**config.mk**
```make
export PLATFORM = sky130hd
export DESIGN_NAME = spi_wave
export DESIGN_NICKNAME = d
export VERILOG_FILES = /design/src/rtl/spi_wave.sv
export SDC_FILE = /design/constraint.sdc
export NUM_CORES = 1
export LEC_CHECK = 0
export ABC_AREA = 0
export CAP_MARGIN = 20
export CORE_UTILIZATION = 53
export CTS_CLUSTER_DIAMETER = 30
export DETAILED_ROUTE_END_ITERATION = 8
export PLACE_DENSITY_LB_ADDON = 0.25
export SLEW_MARGIN = 25
export SYNTH_ARGS = -nofsm -noshare
export SYNTH_HDL_FRONTEND = slang
export SYNTH_SLANG_ARGS = --single-unit
```
**constraint.sdc**
```tcl
create_clock -name clk -period 2 [get_ports clk]
set_input_delay 0.5 -clock clk [delete_from_list [all_inputs] [get_ports clk]]
set_output_delay 0.5 -clock clk [all_outputs]
set_load 0.02 [all_outputs]
```
**src/rtl/spi_wave.sv**
```systemverilog
// spi_wave: SPI mode-0 (CPOL=0, CPHA=0, MSB first) slave receiver.
// Oversamples SCK/SSEL/MOSI on clk and deserialises WORD_BITS-bit words.
//
// Ports:
//   clk         system clock, rising edge
//   rst_n       asynchronous active-low reset
//   enable      high = receiver active; low = SCK ignored, bit counter cleared
//   SCK         SPI clock from master (asynchronous)
//   MOSI        serial data from master (asynchronous)
//   SSEL        active-low chip select (asynchronous)
//   DATA_OUT    last complete word; MSB was first on the wire
//   DATA_READY  one-clk pulse marking a DATA_OUT update

module spi_wave #(
    parameter int WORD_BITS   = 16,
    parameter int SYNC_STAGES = 3
) (
    input  logic                 clk,
    input  logic                 rst_n,
    input  logic                 enable,
    input  logic                 SCK,
    input  logic                 MOSI,
    input  logic                 SSEL,
    output logic [WORD_BITS-1:0] DATA_OUT,
    output logic                 DATA_READY
);

    localparam int            CW   = $clog2(WORD_BITS);
    localparam logic [CW-1:0] LAST = CW'(WORD_BITS - 1);

    // Index 0 is the newest sample; the highest index is the oldest.
    logic [SYNC_STAGES-1:0] sck_sync;
    logic [SYNC_STAGES-1:0] ssel_sync;
    // MOSI is one stage shorter than SCK so the data bit is already settled
    // when the matching SCK rise reaches the edge detector.
    logic [SYNC_STAGES-2:0] mosi_sync;

    logic [WORD_BITS-1:0] shift_reg;
    logic [CW-1:0]        bit_cnt;

    logic sck_rise;
    logic ssel_active;
    logic mosi_bit;
    logic accept;

    // Only the rising SCK edge matters for a receive-only mode-0 slave, so
    // the falling-edge decode is not built.
    assign sck_rise    = (sck_sync[SYNC_STAGES-1] == 1'b0) && (sck_sync[SYNC_STAGES-2] == 1'b1);
    assign ssel_active = ~ssel_sync[SYNC_STAGES-1];
    assign mosi_bit    = mosi_sync[SYNC_STAGES-2];
    assign accept      = sck_rise && ssel_active && enable;

    always_ff @(posedge clk or negedge rst_n) begin
        if (!rst_n) begin
            sck_sync  <= '0;
            ssel_sync <= '1;
            mosi_sync <= '0;
        end else begin
            sck_sync  <= {sck_sync[SYNC_STAGES-2:0], SCK};
            ssel_sync <= {ssel_sync[SYNC_STAGES-2:0], SSEL};
            mosi_sync <= {mosi_sync[SYNC_STAGES-3:0], MOSI};
        end
    end

    always_ff @(posedge clk or negedge rst_n) begin
        if (!rst_n) begin
            shift_reg  <= '0;
            bit_cnt    <= '0;
            DATA_OUT   <= '0;
            DATA_READY <= 1'b0;
        end else begin
            DATA_READY <= 1'b0;
            if (!ssel_active || !enable) begin
                // Deselect or disable discards any partial word.
                bit_cnt <= '0;
            end else if (accept) begin
                shift_reg <= {shift_reg[WORD_BITS-2:0], mosi_bit};
                if (bit_cnt == LAST) begin
                    DATA_OUT   <= {shift_reg[WORD_BITS-2:0], mosi_bit};
                    DATA_READY <= 1'b1;
                    bit_cnt    <= '0;
                end else begin
                    bit_cnt <= bit_cnt + 1'b1;
                end
            end
        end
    end

endmodule

```
==> metrics <==
status complete, no violations; Longest Clk Path Bufs 2; Std-Cell Rows 20; Post-CTS Resized 0; number of CTS-inserted buffers 5; Final Cycle Share 91.7%; max reg flops 16; Starting DRT DRC Count 13; Clock power frac 30.3%; maximum clock frequency 546 MHz; most common cell in the netlist dfrtp_1; Max stage delay on crit path 0.61 ns; headroom to the max-slew limit 64.6%; Crit-path slowest cell clkdlybuf4s50_1; final wirelength 2330 um; share of layout cells above drive strength 1 37.0%; largest net degree at the start of global routing 45; RSZ-0062 raised after global routing false; CTS Root Cell clkbuf_4; warnings from Yosys 0; final max-slew violation count 0; Sequential Power Share 64.5%; Port Buffers 22; Initial Utilization 55.1%; P_leak 0.938 nW; core area 3030 um^2; Top delay family on crit path buffers and inverters; DR pass1 iterations 4; top post-synthesis cells by area dfrtp_1 (61%), mux2_2 (15%), mux2_4 (8.1%), dfstp_2 (4.7%), buf_6 (1.3%); # clock sinks 44; clk_skew 0.0111 ns; Worst Setup Start Kind flop; combinational power share 5.1%; latest clock arrival within the worst-skew pair 0.35 ns; Hold Path Class input port to async pin; Commonest cells post-synth dfrtp_1 (41), mux2_2 (22), mux2_4 (9), a21oi_1 (3), dfstp_2 (3); Die W 58.1 um; Area Growth Syn to Fin 19.8%; Ports 23; Routed Antenna Nets 0; final hold slack 0.193 ns; hpwl dp 1500 um; Synth Register Bits 44; Max-Cap Viols 0; Final Setup Violations 0; PwrDens 753 nW/um^2; Sw Pwr 0.000322 W; Post-synth ARST share 100%; minimum clock period 1.83 ns; Worst R2R Start sck_sync[2]; sequential area share after synthesis 66.2%; DRC Markers 0; EDFF count, synth 0; crit-path cells clkdlybuf4s50_1; Synth cell types 20; via/cell ratio 5.06; Nets 134; CTS tree yes; Post-synth top flop dfrtp_1; Synth top area share 61.5%; first-pass GRT wire length 3990 um; switching part of the total 21.4%; Pint 0.00118 W; critical path data required time 1.50 ns; syn_nets 105; die height 58.1 um; n_diodes 0; hold_buf cts 0; r2r setup slk 0.39 ns; wire per inst 13.6 um; global route overflow 0; initial antenna violation count 0; crit path max fanout 2; final hold violation count 0; Synth Area per Inst 17.0 um^2; Setup CP Type flop to output port; gate count of the mapped netlist 98; clock-pin slew on the worst setup and hold paths 0.12 ns; full die area 3380 um^2; Post-CTS Setup Inserts 0; worst slew pin tran 0.531 ns; CTS H-tree depth 2; Worst Path Buf+Inv 1; Max VDD drop 0.525 mV; crit end category output port; vias 866; crit path from DATA_OUT[11]; CP Data Arrival Time 1.33 ns; Post-Synthesis Cell Area 1670 um^2; Setup TNS 0 ns; GRT Overall Usage 16.7%; number of global-route vias before repair 828; Yosys top cell by area dfrtp_1; Final GP Congestion 0.678
==> routing by layer <==
layer	global-route usage (%)	routed length [um]	up-vias
met2	24.1	1090	18
li1	-	-	401
met5	0	0	-
met3	6.70	88	4
met1	21.7	1100	443
met4	9.18	48	0
==> logic make-up after synthesis <==
logic type / count (synthesis) / synth area share (%)
AOI/OAI and AO/OA: 5 / 1.80
xor gates and xnor gates: 1 / 0.525
adders and majority gates: 1 / 0.750
buffers and inverters: 4 / 2.85
DFF: 44 / 66.2
muxes: 32 / 23.5
and+or+nand+nor: 11 / 4.35
==> path summary, 6_finish.rpt <==
path / to / cells after the start
min: bit_cnt[0] / 2
max reg2reg: DATA_OUT[4] / 4
max in group asynchronous: ssel_sync[0] / 2
min in group clk: ssel_sync[2] / 0
min reg2reg: ssel_sync[2] / 0
max: DATA_OUT[11] / 1
==> power by group through the flow <==
stage	Combinational, W	Clock, W	Sequential (W)
after floorplan	0.0000473	0	0.000977
after global placement	0.0000762	0	0.000985
after detailed placement	0.0000795	0	0.000988
after CTS	0.0000794	0.000475	0.000971
after global routing	0.0000866	0.000516	0.000977
final	0.0000772	0.000457	0.000971
==> through the flow <==
| stage | cell area [um^2] | util, % | total power (W) | setup slack [ns] | cells |
|---|---|---|---|---|---|
| floorplan | 1670 | - | 0.00102 | 0.296 | 98 |
| global placement | 1930 | 63.9 | 0.00106 | -0.0480 | 164 |
| detailed placement | 1930 | 63.9 | 0.00107 | -0.0771 | 164 |
| CTS | 2000 | 66.0 | 0.00153 | 0.134 | 171 |
| global route | 2000 | 66.0 | 0.00158 | 0.0895 | 171 |
| finish | 2000 | 66.0 | 0.00151 | 0.167 | 171 |
==> cell usage in the layout, fill, tap and decap left out, types with 3 or more instances in the layout <==
| master | n |
|---|---|
| mux2_2 | 22 |
| buf_4 | 3 |
| dfrtp_1 | 41 |
| clkbuf_4 | 5 |
| a21oi_1 | 3 |
| mux2_4 | 9 |
| dfstp_2 | 3 |
| clkdlybuf4s50_1 | 21 |
==> worst reg2reg max path, stage by stage, from the launching register on <==
cell and delay [ns]:
dfrtp_1 0.42, and4bb_1 0.32, and4_4 0.27, buf_12 0.16, mux2_2 0.34
==> area by class of cell <==
| type | instances | area (um^2) |
|---|---|---|
| clock buffer | 7 | 65.1 |
| fill | 228 | 1030 |
| multi-input combinational | 50 | 517 |
| sequential | 44 | 1100 |
| tap | 44 | 55.1 |
| timing repair buffer | 26 | 258 |
No activity file was read; power rests on OpenSTA's default activity.
